`src/rtl/alu_struct_2.sv`:
```
// Registered 8-operation ALU built from an add/sub unit, a logic unit, a shift unit and an 8:1 mux.
// Optional overflow flag output ovf is enabled by defining ALU_STRUCT_2_OVF_EN.

module alu_struct_2_addsub #(
  parameter int WIDTH = 16
) (
  input  logic [WIDTH-1:0] x,
  input  logic [WIDTH-1:0] y,
  input  logic             ci,
  output logic [WIDTH-1:0] s
);
  logic [WIDTH:0] c;

  // Ripple chain: each bit's sum and carry come from the previous carry.
  always_comb begin
    c    = '0;
    s    = '0;
    c[0] = ci;
    for (int unsigned i = 0; i < WIDTH; i++) begin
      s[i]   = x[i] ^ y[i] ^ c[i];
      c[i+1] = (x[i] & y[i]) | (x[i] & c[i]) | (y[i] & c[i]);
    end
  end
endmodule

module alu_struct_2_logic #(
  parameter int WIDTH = 16
) (
  input  logic [WIDTH-1:0] a,
  input  logic [WIDTH-1:0] b,
  output logic [WIDTH-1:0] and_r,
  output logic [WIDTH-1:0] or_r,
  output logic [WIDTH-1:0] xor_r,
  output logic [WIDTH-1:0] not_r
);
  always_comb begin
    and_r = a & b;
    or_r  = a | b;
    xor_r = a ^ b;
    not_r = ~a;
  end
endmodule

module alu_struct_2_shift #(
  parameter int WIDTH = 16
) (
  input  logic [WIDTH-1:0] a,
  input  logic             fill,
  output logic [WIDTH-1:0] shl_r,
  output logic [WIDTH-1:0] asr_r
);
  always_comb begin
    shl_r = {a[WIDTH-2:0], fill};
    asr_r = {a[WIDTH-1], a[WIDTH-1:1]};
  end
endmodule

module alu_struct_2 #(
  parameter int WIDTH = 16
) (
  input  logic             clk,
  input  logic             rst,
  input  logic [WIDTH-1:0] a,
  input  logic [WIDTH-1:0] b,
  input  logic             cin,
  input  logic [2:0]       opcode,
  output logic [WIDTH-1:0] w,
  output logic             zero,
  output logic             neg
`ifdef ALU_STRUCT_2_OVF_EN
  ,
  output logic             ovf
`endif
);
  typedef enum logic [2:0] {
    OP_ADD = 3'b000,
    OP_SUB = 3'b001,
    OP_AND = 3'b010,
    OP_OR  = 3'b011,
    OP_XOR = 3'b100,
    OP_NOT = 3'b101,
    OP_SHL = 3'b110,
    OP_ASR = 3'b111
  } op_e;

  op_e              op;
  logic             sub;
  logic [WIDTH-1:0] add_y;
  logic             add_ci;
  logic [WIDTH-1:0] add_s;
  logic [WIDTH-1:0] and_r, or_r, xor_r, not_r;
  logic [WIDTH-1:0] shl_r, asr_r;
  logic [WIDTH-1:0] result;

  // SUB reuses the adder as a + ~b + !cin.
  always_comb begin
    op     = op_e'(opcode);
    sub    = (op == OP_SUB);
    add_y  = sub ? ~b : b;
    add_ci = sub ? ~cin : cin;
  end

  alu_struct_2_addsub #(.WIDTH(WIDTH)) u_addsub (
    .x  (a),
    .y  (add_y),
    .ci (add_ci),
    .s  (add_s)
  );

  alu_struct_2_logic #(.WIDTH(WIDTH)) u_logic (
    .a     (a),
    .b     (b),
    .and_r (and_r),
    .or_r  (or_r),
    .xor_r (xor_r),
    .not_r (not_r)
  );

  alu_struct_2_shift #(.WIDTH(WIDTH)) u_shift (
    .a     (a),
    .fill  (cin),
    .shl_r (shl_r),
    .asr_r (asr_r)
  );

  always_comb begin
    result = '0;
    unique case (op)
      OP_ADD,
      OP_SUB: result = add_s;
      OP_AND: result = and_r;
      OP_OR:  result = or_r;
      OP_XOR: result = xor_r;
      OP_NOT: result = not_r;
      OP_SHL: result = shl_r;
      OP_ASR: result = asr_r;
      default: result = '0;
    endcase
  end

`ifdef ALU_STRUCT_2_OVF_EN
  logic ovf_next;

  // Overflow when the adder's two operands agree in sign but the sum does not.
  always_comb begin
    ovf_next = 1'b0;
    if (op == OP_ADD || op == OP_SUB)
      ovf_next = (a[WIDTH-1] == add_y[WIDTH-1]) && (add_s[WIDTH-1] != a[WIDTH-1]);
  end

  always_ff @(posedge clk) begin
    if (rst) ovf <= 1'b0;
    else     ovf <= ovf_next;
  end
`endif

  always_ff @(posedge clk) begin
    if (rst) begin
      w    <= '0;
      zero <= 1'b1;
      neg  <= 1'b0;
    end else begin
      w    <= result;
      zero <= (result == '0);
      neg  <= result[WIDTH-1];
    end
  end
endmodule

```
`config.mk`:
```
export PLATFORM = sky130hd
export DESIGN_NAME = alu_struct_2
export DESIGN_NICKNAME = d
export VERILOG_FILES = /design/src/rtl/alu_struct_2.sv
export SDC_FILE = /design/constraint.sdc
export NUM_CORES = 1
export LEC_CHECK = 0
export BUFFER_PORTS_ARGS = -buffer_cell sky130_fd_sc_hd__buf_2
export CAP_MARGIN = 20
export CORE_UTILIZATION = 56
export CTS_BUF_LIST = sky130_fd_sc_hd__clkbuf_8 sky130_fd_sc_hd__clkbuf_16
export DETAILED_ROUTE_END_ITERATION = 6
export GPL_ROUTABILITY_DRIVEN = 0
export PLACE_DENSITY = 0.82
export SLEW_MARGIN = 15
export SYNTH_ARGS = -nofsm -noshare
export SYNTH_HDL_FRONTEND = slang
export SYNTH_SLANG_ARGS = --single-unit
```
`constraint.sdc`:
```
create_clock -name clk -period 12.61 [get_ports clk]
set_input_delay 1.261 -clock clk [delete_from_list [all_inputs] [get_ports clk]]
set_output_delay 1.261 -clock clk [all_outputs]
set_load 0.03 [all_outputs]
```
* After elaboration in Yosys (flattened, before gate mapping)
Index checks and enable logic that the tools add are counted.
Storage, ports and cells: bits in registers 18
Operators by class: muxes and demuxes 3, reductions and logical operators 3, bitwise gates (word level) 113, equal/unequal tests 7
Operators by type and width (number):
- one-hot mux 16 bit (7 select lines) | 1
- AND 1 bit | 45
- inverter 16 bit | 2
- XOR 1 bit | 32
- OR 1 bit | 30
- AND 16 bit | 1
- logical NOT 16 bit | 1
- two-way mux 16 bit | 1
- OR 16 bit | 1
- XOR 16 bit | 1
- == test 3 bit (second input constant) | 4
- == test 3 x 2 -> 1 bit (second input constant) | 2
- == test 3 x 1 -> 1 bit (second input constant) | 1
- logical NOT 3 bit | 1
- OR reduction 2 bit | 1
- two-way mux 1 bit | 1
- inverter 1 bit | 1

* Depth between registers and ports, before layout
Gate-level depths: netlist (run 1).
word-level depth 50, gate-level depth with buffers 28, mapped depth without buffers 26

* Hierarchy
From an unflattened synthesis (run 1), not the netlist that was laid out.
Unflattened totals: cells, all modules 333, area, all modules 2797.7 um2
Modules (own cells, without submodules):
- alu_struct_2 | area an instance 1634.1 um2, cells an instance 200, times used 1
- alu_struct_2_logic | area an instance 580.6 um2, cells an instance 80, times used 1
- alu_struct_2_addsub | area an instance 342.8 um2, cells an instance 21, times used 1
- alu_struct_2_shift | area an instance 240.2 um2, cells an instance 32, times used 1

* Least setup slack after synthesis (run 1)
Ideal clock, no wire load.
path kind input to register, from input port opcode[2], to register zero, setup time 116 ps, arrival 9168 ps, cell stages on the path 28, slack 3325 ps, data required time 12494 ps, cell sequence buf_2 buf_2 nor3_4 buf_4 xnor2_1 fa_1 inv_1 fa_1 inv_1 fa_1 fa_1 fa_1 fa_1 fa_1 fa_1 fa_1 fa_1 fa_1 fa_1 fa_1 fa_1 fa_1 xor2_1 xnor2_1 nand2_1 o21ai_0 and3_1 a41o_1
On the way: cells in the longest elaborated chain, start to end 50, elaborated cells between the ends (all ways) 120, those cells by class 7 x eq/ne; 3 x mux; 107 x bitwise; 3 x reduce/logical
RTL lines:
- start, declared | line 66 | input logic [2:0] opcode,
- == test 3 x 1 -> 1 bit | line 98, 128
- two-way mux 16 bit / two-way mux 1 bit (equally long branches) | line 99, 100
- AND 1 bit | line 21 | c[i+1] = (x[i] & y[i]) | (x[i] & c[i]) | (y[i] & c[i]);
- OR 1 bit (2 in series) | line 21
- AND 1 bit | line 21
- OR 1 bit (2 in series) | line 21
- AND 1 bit | line 21
- OR 1 bit (2 in series) | line 21
- [28 not listed]
- OR 1 bit (2 in series) | line 21
- AND 1 bit | line 21
- OR 1 bit (2 in series) | line 21
- AND 1 bit | line 21
- OR 1 bit (2 in series) | line 21
- XOR 1 bit | line 20 | s[i] = x[i] ^ y[i] ^ c[i];
- one-hot mux 16 bit (7 select lines) * | line 128 | unique case (op)
- logical NOT 16 bit * | line 164 | zero <= (result == '0);
- end signal, assigned | line 164
- end, declared | line 68 | output logic zero,
Mark *: on every way between the ends. The rest lies on a longest branch, timed or not. A chain may end at the register's enable or synchronous reset.

* Worst setup path in the final report (run 1)
from input port opcode[0], to register zero
Same word-level chain as after synthesis.

==> reports/metrics.csv, run 1 <==
stage,metric,value,unit
critical_path,"slowest stage delay, CP",0.69,ns
global_routing,first-pass GRT wire length,9240,µm
run,Max Cap Viol,0,
critical_path,most frequent CP cell,fa_1,
clock_tree,total CTS buffers,3,
placed_design,dpl ws,2.49,ns
global_routing,antenna violations before repair,0,
global_routing,vias in the first global route,2062,
clock_tree,Clock transition at path regs,0.06,ns
placed_design,DP HPWL,4430,µm
cells_and_area,# nets final,422,
placed_design,Cells after DPL,382,
global_routing,GRT Residual Overflow,0,
logic_synthesis,ys async rst share,0,
cells_and_area,Antenna diodes,0,
logic_synthesis,Cells after Synth,293,
clock_tree,# resized after CTS,0,
clock_tree,worst-case clock buffer depth,2,
clock_tree,Root Driver,clkbuf_8,
pwr,VDD IR max,0.0313,mV
global_routing,largest net degree at the start of global routing,58,
logic_synthesis,Most used DFF post-synth,dfxtp_1,
drt,Total Wirelength,5540,µm
critical_path,WS Path Type,in -> reg,
sta,fmax,0.101,GHz
logic_synthesis,synth unique cells,53,
global_routing,GR Util All Layers,0.260,
sta,min Tclk post-route,9.87,ns
drt,drt wl/cell,14.3,µm
logic_synthesis,"EDFF count, synth",0,
placed_design,Post-DP Area,2730,µm²
logic_synthesis,XOR/XNOR share of the synthesized area,0.0666,
logic_synthesis,Avg Inst Size Synth,8.52,µm²
critical_path,CP Data Required Time,12.75,ns
logic_synthesis,#FFs+latches synth,17,
placed_design,number of port buffers,55,
critical_path,crit-path leading delay family,adder cells,
drt,initial DRC count,158,
logic_synthesis,Post-Synth Simple-Gate Area,0.154,
outcome,run status,"complete, no violations",
critical_path,Worst setup EP type,register,
drt,drt via density,5.64,
sta,worst setup margin,2.74,ns
logic_synthesis,"Seq/Total Area, Yosys",0.136,
pwr,Design Power,0.000206,W
clock_tree,H-tree depth,1,
floorplan,I/O Pins,56,
sta,Worst Tran Pin Value,0.914,ns
cells_and_area,Layout Cells excl Fill,386,
sta,# setup viols final,0,
floorplan,DIE AREA,4730,µm²
pwr,power per standard cell area,74.3,nW/µm²
cells_and_area,most frequent cells in the layout,"buf_2, inv_1, ha_1, nor2_1",
critical_path,Crit Path Max Fanout,57,
logic_synthesis,largest family of logic cells by synthesized area,adder cells,
sta,Final period util,0.782,
critical_path,critical path launch point type,input pin,
critical_path,Slowest cell on crit path,buf_2,
logic_synthesis,compound-gate portion of the synthesized area,0.175,
hold_path,worst hold path type,in -> reg,
cells_and_area,fill cell count,354,
cells_and_area,"most common cell after layout, fill and taps aside",buf_2,
logic_synthesis,Adder-Cell Fraction of Synth Area,0.281,
logic_synthesis,mux contribution to synthesized area,0.0852,
logic_synthesis,Post-Syn Area,2500,µm²
clock_tree,clk sinks,17,
sta,Max Slew Vio Count,0,
drt,DR DRC count,0,
floorplan,initial core utilization,0.603,
cells_and_area,Layout area overhead,11.2,%
drt,post-route ant nets,0,
clock_tree,CTS Hold Buffers Added,0,
drt,Pre-antenna DRT Iters,4,
cells_and_area,share of layout cells above drive strength 1,0.217,
logic_synthesis,Synth warnings,0,
floorplan,CORE AREA,4140,µm²
sta,relative slew slack,0.391,
sta,final hold violations,0,
floorplan,die extent in x,68.8,µm
sta,RSZ-0062 raised after global routing,no,
pwr,Leak Pwr,1.37,nW
clock_tree,Setup Buffers After CTS,0,
floorplan,Die Y,68.8,µm
logic_synthesis,syn nets,378,
critical_path,arrival time worst endpoint,10.00,ns
clock_tree,CTS tree,built,
drt,vias post-DR,2178,
critical_path,CP bufs+invs,4,
cells_and_area,final instance area,2780,µm²
floorplan,row count,23,
sta,TNS Setup,0,ns
## final cells by class
type	count	area (µm²)	area share
tap	50	62.6	0.0225
sequential	17	340	0.123
timing repair buffer	56	283	0.102
clock buffer	3	41.3	0.0149
inverter	38	143	0.0514
multi-input combinational	221	1900	0.685
clock inverter	1	3.75	0.00135
## synth_stat cells, types with 3 or more instances
| library cell | number | area (µm²) |
|---|---|---|
| nor2b_1 | 7 | 43.8 |
| o211ai_1 | 7 | 52.6 |
| xnor2_1 | 18 | 158 |
| buf_4 | 5 | 37.5 |
| ha_1 | 32 | 400 |
| mux4_2 | 4 | 90.1 |
| a211oi_1 | 4 | 30.0 |
| nand2b_1 | 12 | 75.1 |
| nand2_1 | 18 | 67.6 |
| fa_1 | 15 | 300 |
| inv_1 | 35 | 131 |
| nor2_1 | 21 | 78.8 |
| o21ai_0 | 14 | 70.1 |
| buf_2 | 8 | 40.0 |
| dfxtp_1 | 17 | 340 |
| a21oi_1 | 18 | 90.1 |
| nand3_1 | 3 | 15.0 |
| mux2i_1 | 10 | 100 |
## power by group
part	total, W	internal, W	switching (W)
Clock	0.0000369	0.0000215	0.0000154
Sequential	0.0000605	0.0000594	0.00000108
Combinational	0.000109	0.0000441	0.0000648
## through the flow
stage | hold slack [ns] | utilization
floorplan | 1.33 | -
global placement | 1.61 | 0.659
detailed placement | 1.61 | 0.659
CTS | 1.36 | 0.670
global route | 1.39 | 0.670
finish | 1.36 | 0.670
## path summary, 6_finish.rpt
| path | startpoint | endpoint | cells after the start | slack [ns] |
|---|---|---|---|---|
| worst max-delay path | opcode[0] | zero$_SDFF_PP1_ | 27 | 2.74 |
| worst min-delay path | rst | w[15]$_SDFF_PP0_ | 2 | 1.36 |
## state kept, by name (all words and copies together) (netlist names)
register / flops
w: 16
zero: 1
## kinds of logic after synthesis
logic type | after synthesis
AND/OR/NAND/NOR | 73
AO/OA/AOI/OAI | 66
buffers and inverters | 55
adder cells (fa/ha/maj) | 47
XOR/XNOR | 19
flip-flops | 17
multiplexers | 16
## layer usage
metal	vias up	GRT usage	part of all wire
li1	1076	-	-
met1	1003	0.353	0.43
met2	93	0.450	0.49
met3	6	0.00987	0.067
met4	0	0.0689	0.0096
met5	-	0	0
No activity file was read; power rests on OpenSTA's default activity.
==> run 2, diff against run 1 <==
CORE_UTILIZATION = 50   (was 56)
PLACE_DENSITY = 0.78   (was 0.82)
clock period = 8.85 ns   (was 12.61 ns; I/O delays follow)
==> run 2 against run 1 <==
  * Sequential share of layout area shrank 0.25 points
  * Die area up 12%
  * First-iteration DRC count rose by 7.0%
  * Critical endpoint unchanged
  * Clock power up 43%
  * Critical path type unchanged
  * Worst setup slack got worse by 2.3 ns
  * Wire length is 4.6% lower
==> reports/metrics.csv, run 2 (synthesis results as in run 1) <==
stage,metric,value,unit,change
cells_and_area,Layout Cells excl Fill,408,,+5.7%
sta,Max Slew Vio Count,0,,unchanged
sta,RSZ-0062 raised after global routing,no,,
cells_and_area,biggest regs,"w: 16 flops, zero: 1 flops",,
drt,drt via density,5.25,,-6.9%
global_routing,busiest layer in global routing,met2,,
placed_design,dpl ws,0.214,ns,-2.27 ns
pwr,VDD IR max,0.0595,mV,+90%
sta,relative slew slack,0.661,,+0.271
critical_path,CP bufs+invs,4,,unchanged
drt,drt wl/cell,12.9,µm,-9.8%
placed_design,Cells after DPL,404,,+5.8%
sta,fmax,0.119,GHz,
cells_and_area,"most common cell after layout, fill and taps aside",buf_2,,
cells_and_area,max FFs per register,16,,unchanged
global_routing,met1 usage,0.297,,-0.0557
cells_and_area,final core utilization,0.596,,-0.0737
critical_path,Crit Path Max Fanout,4,,-93%
critical_path,CP Data Required Time,8.99,ns,-3.76 ns
hold_path,Worst Hold End,w[15]$_SDFF_PP0_,,
global_routing,vias in the first global route,1951,,-5.4%
pwr,Design Power,0.000292,W,+42%
outcome,run status,"complete, no violations",,
critical_path,Slowest cell on crit path,fa_1,,
drt,vias post-DR,2144,,-1.6%
floorplan,row count,25,,+8.7%
cells_and_area,Antenna diodes,0,,unchanged
clock_tree,CTS Hold Buffers Added,0,,unchanged
run,Max Cap Viol,0,,unchanged
clock_tree,worst-case clock buffer depth,2,,unchanged
sta,Final period util,0.946,,
sta,worst setup margin,0.475,ns,-2.27 ns
drt,Total Wirelength,5280,µm,-4.6%
global_routing,first-pass GRT wire length,8920,µm,-3.4%
clock_tree,Setup Buffers After CTS,0,,unchanged
critical_path,WS Path Type,in -> reg,,
cells_and_area,Layout area overhead,13.5,%,
global_routing,antenna violations before repair,0,,unchanged
cells_and_area,most frequent cells in the layout,"buf_2, inv_1, ha_1, nor2_1",,
clock_tree,H-tree depth,1,,unchanged
global_routing,met2 Usage GRT,0.357,,-0.0925
sta,Worst Tran Pin Value,0.508,ns,-0.406 ns
hold_path,hold path startpoint,rst,,
clock_tree,Clock transition at path regs,0.05,ns,about the same
pwr,internal power,0.000178,W,+43%
floorplan,I/O Pins,56,,unchanged
floorplan,DIE AREA,5280,µm²,+12%
pwr,power per standard cell area,103,nW/µm²,+39%
drt,DR DRC count,0,,unchanged
cells_and_area,Reg with most FFs,w,,
pwr,Net Switching,0.000114,W,+40%
sta,final hold violations,0,,unchanged
sta,# setup viols final,0,,unchanged
clock_tree,clk sinks,17,,unchanged
clock_tree,# resized after CTS,0,,unchanged
floorplan,die extent in x,72.7,µm,+5.7%
cells_and_area,share of layout cells above drive strength 1,0.229,,+0.0115
critical_path,Worst setup EP type,register,,
critical_path,most frequent CP cell,fa_1,,
hold_path,Hold Crit Depth,2,,unchanged
sta,min Tclk post-route,8.38,ns,
global_routing,GRT Residual Overflow,0,,unchanged
cells_and_area,# nets final,427,,+1.2%
clock_tree,CTS tree,built,,
clock_tree,total CTS buffers,3,,unchanged
pwr,Combinational Power Share,0.525,,-0.003
pwr,clock network power share,0.181,,+0.002
critical_path,critical path launch point type,input pin,,
global_routing,GR Util All Layers,0.217,,-0.0431
pwr,sw frac,0.390,,-0.00454
critical_path,"slowest stage delay, CP",0.45,ns,-0.24 ns
floorplan,CORE AREA,4750,µm²,+15%
global_routing,largest net degree at the start of global routing,57,,-1.7%
placed_design,number of port buffers,55,,unchanged
critical_path,arrival time worst endpoint,8.52,ns,-1.48 ns
drt,Pre-antenna DRT Iters,4,,unchanged
placed_design,DP HPWL,4220,µm,-4.7%
critical_path,crit-path leading delay family,adder cells,,
floorplan,Die Y,72.7,µm,+5.7%
floorplan,initial core utilization,0.525,,-0.0774
drt,post-route ant nets,0,,unchanged
drt,initial DRC count,169,,+7.0%
sta,TNS Setup,0,ns,unchanged
clock_tree,Root Driver,clkbuf_8,,
pwr,Leak Pwr,1.39,nW,+1.8%
pwr,Flop pwr share,0.294,,about the same
global_routing,met3 usage,0.00967,,-0.000200
hold_path,worst hold path type,in -> reg,,
-- run 2: cell count changes in the layout (fill, tap and decap cells not counted), sizes merged --
| cell | delta |
|---|---|
| buf | +5 |
-- run 2: per-layer routing --
metal | wire length (µm) | vias to the layer above | share of wire
li1 | - | 1083 | -
met1 | 2470 | 987 | 0.47
met2 | 2450 | 67 | 0.46
met3 | 268 | 7 | 0.051
met4 | 88 | 0 | 0.017
met5 | 0 | - | 0
-- run 2: worst max path at each step --
| stage | startpoint | slack [ns] | end | depth (start not counted) |
|---|---|---|---|---|
| final | opcode[0] | 0.47 | zero$_SDFF_PP1_ | 27 |
| after global routing | opcode[0] | 0.13 | zero$_SDFF_PP1_ | 27 |
| after CTS | opcode[0] | 0.44 | zero$_SDFF_PP1_ | 27 |
| after detailed placement | opcode[0] | 0.21 | zero$_SDFF_PP1_ | 27 |
| after global placement | opcode[0] | 0.24 | zero$_SDFF_PP1_ | 27 |
| after floorplan | opcode[1] | 0.03 | zero$_SDFF_PP1_ | 28 |
-- run 2: through the flow --
step	hold slack, ns	instance area [µm²]
finish	0.973	2840
global route	0.981	2840
global placement	1.23	2790
floorplan	0.954	2500
detailed placement	1.23	2790
CTS	0.968	2840
-- run 2: layout make-up --
class / instances / area, µm²
Clock inverter: 1 / 3.75
Tap cell: 67 / 83.8
Fill cell: 457 / 1920
Multi-Input combinational cell: 221 / 1900
Sequential cell: 17 / 340
Clock buffer: 3 / 41.3
Inverter: 38 / 143
Timing Repair Buffer: 61 / 320
-- run 2: power groups by stage --
stage | sequential (W) | clock, W | combinational (W)
floorplan | 0.000105 | 0 | 0.0000958
global placement | 0.0000876 | 0 | 0.000151
detailed placement | 0.0000877 | 0 | 0.000154
CTS | 0.0000860 | 0.0000547 | 0.000154
global route | 0.0000867 | 0.0000577 | 0.000173
finish | 0.0000860 | 0.0000528 | 0.000154
==> run 3, diff against run 2 <==
BUFFER_PORTS_ARGS = -buffer_cell sky130_fd_sc_hd__buf_4   (was -buffer_cell sky130_fd_sc_hd__buf_2)
==> run 3 against run 2 <==
  * Fmax fell by 0.27%
  * Sequential cell count unchanged
  * Count of clock-buffer cells in the layout stayed put
  * Cell area up 4.9%
  * Critical path depth is the same
  * Critical endpoint unchanged
  * Largest power group unchanged
==> reports/metrics.csv, run 3 (synthesis results as in run 1) <==
stage,metric,value,unit,change
floorplan,Die Y,72.7,µm,unchanged
run,Max Cap Viol,0,,unchanged
sta,fmax,0.119,GHz,-0.27%
sta,final hold violations,0,,unchanged
cells_and_area,Reg with most FFs,w,,
hold_path,worst hold path type,in -> reg,,
clock_tree,Root Driver,clkbuf_8,,
floorplan,initial core utilization,0.525,,unchanged
clock_tree,# resized after CTS,0,,unchanged
drt,Total Wirelength,5560,µm,+5.3%
critical_path,CP Data Required Time,8.99,ns,about the same
sta,Max Slew Vio Count,0,,unchanged
cells_and_area,"most common cell after layout, fill and taps aside",buf_4,,
cells_and_area,Antenna diodes,0,,unchanged
pwr,VDD IR max,0.0684,mV,+15%
floorplan,CORE AREA,4750,µm²,unchanged
drt,initial DRC count,247,,+46%
critical_path,Crit Path Max Fanout,4,,unchanged
clock_tree,H-tree depth,1,,unchanged
cells_and_area,biggest regs,"w: 16 flops, zero: 1 flops",,
sta,Worst Tran Pin Value,0.518,ns,+0.00932 ns
cells_and_area,most frequent cells in the layout,"buf_4, inv_1, ha_1, nor2_1",,
global_routing,GRT Residual Overflow,0,,unchanged
clock_tree,Setup Buffers After CTS,0,,unchanged
global_routing,GR Util All Layers,0.226,,+0.00953
cells_and_area,Layout area overhead,19.0,%,
clock_tree,clk sinks,17,,unchanged
floorplan,row count,25,,unchanged
cells_and_area,final instance area,2970,µm²,+4.9%
drt,drt wl/cell,13.6,µm,+5.3%
clock_tree,CTS tree,built,,
sta,Final period util,0.949,,+0.00261
clock_tree,total CTS buffers,3,,unchanged
sta,# setup viols final,0,,unchanged
clock_tree,Clock transition at path regs,0.06,ns,about the same
sta,relative slew slack,0.655,,-0.00621
clock_tree,worst-case clock buffer depth,2,,unchanged
critical_path,critical path launch point type,input pin,,
placed_design,number of port buffers,55,,unchanged
placed_design,dpl ws,0.178,ns,-0.0361 ns
sta,RSZ-0062 raised after global routing,no,,
global_routing,antenna violations before repair,0,,unchanged
pwr,power per standard cell area,102,nW/µm²,-0.62%
outcome,run status,"complete, no violations",,
clock_tree,CTS Hold Buffers Added,0,,unchanged
global_routing,largest net degree at the start of global routing,57,,unchanged
cells_and_area,max FFs per register,16,,unchanged
global_routing,vias in the first global route,1989,,+1.9%
sta,min Tclk post-route,8.40,ns,+0.0231 ns
pwr,Leak Pwr,1.43,nW,+2.8%
cells_and_area,# nets final,427,,unchanged
placed_design,Post-DP Area,2930,µm²,+4.9%
critical_path,WS Path Type,in -> reg,,
floorplan,I/O Pins,56,,unchanged
placed_design,DP HPWL,4430,µm,+5.0%
critical_path,Worst setup EP type,register,,
floorplan,DIE AREA,5280,µm²,unchanged
drt,post-route ant nets,0,,unchanged
critical_path,arrival time worst endpoint,8.54,ns,+0.02 ns
global_routing,first-pass GRT wire length,9200,µm,+3.2%
cells_and_area,share of layout cells above drive strength 1,0.229,,unchanged
floorplan,die extent in x,72.7,µm,unchanged
sta,worst setup margin,0.452,ns,-0.0231 ns
drt,drt via density,5.35,,+1.8%
drt,DR DRC count,0,,unchanged
drt,Pre-antenna DRT Iters,4,,unchanged
sta,TNS Setup,0,ns,unchanged
drt,vias post-DR,2182,,+1.8%
[run 3: cell counts in the layout (fill, tap and decap cells not counted)]
No cell type changed its count.
[run 3: through the flow]
step,cells,hold WS [ns],util,total power (W)
3_3_place_gp,404,1.18,0.616,0.000249
5_1_grt,408,0.932,0.625,0.000328
2_1_floorplan,293,0.954,-,0.000201
3_5_place_dp,404,1.18,0.616,0.000253
4_1_cts,408,0.920,0.625,0.000306
6_report,408,0.923,0.625,0.000305
[run 3: cell type report]
cell class                      count  area (µm²)
Clock buffer                        3        41.3
Sequential cell                    17         340
Multi-Input combinational cell    221        1900
Timing Repair Buffer               61         458
Inverter                           38         143
Clock inverter                      1        3.75
Fill cell                         446        1780
Tap cell                           67        83.8
[run 3: critical path, cell delays in order]
cell and delay, ns:
buf_4 0.09, inv_2 0.04, nor3_4 0.27, xnor2_1 0.13, fa_1 0.40, inv_1 0.08, fa_1 0.17, inv_1 0.06
fa_1 0.41, fa_1 0.43, fa_1 0.43, fa_1 0.44, fa_1 0.45, fa_1 0.43, fa_1 0.42, fa_1 0.44
fa_1 0.43, fa_1 0.42, fa_1 0.42, fa_1 0.45, fa_1 0.42, xor2_1 0.16, xnor2_1 0.12, nand2_1 0.06
o21ai_0 0.10, and3_1 0.16, a41o_1 0.23
[run 3: path summary, 6_finish.rpt]
kind | slack (ns) | end | from | depth (start not counted)
setup / recovery | 0.45 | zero$_SDFF_PP1_ | opcode[0] | 27
hold / removal | 0.92 | w[12]$_SDFF_PP0_ | rst | 2
[run 3: per-layer routing]
layer | routed length, µm | GRT usage | vias up
met4 | 45 | 0.0523 | 0
met3 | 449 | 0.0152 | 4
met1 | 2410 | 0.316 | 1018
li1 | - | - | 1081
met5 | 0 | 0 | -
met2 | 2650 | 0.384 | 79
[run 3: where the power goes]
group	total [W]	internal [W]	switching (W)
Sequential	0.0000865	0.0000847	0.00000185
Clock	0.0000534	0.0000307	0.0000227
Combinational	0.000165	0.0000728	0.0000918
Total	0.000305	0.000188	0.000116
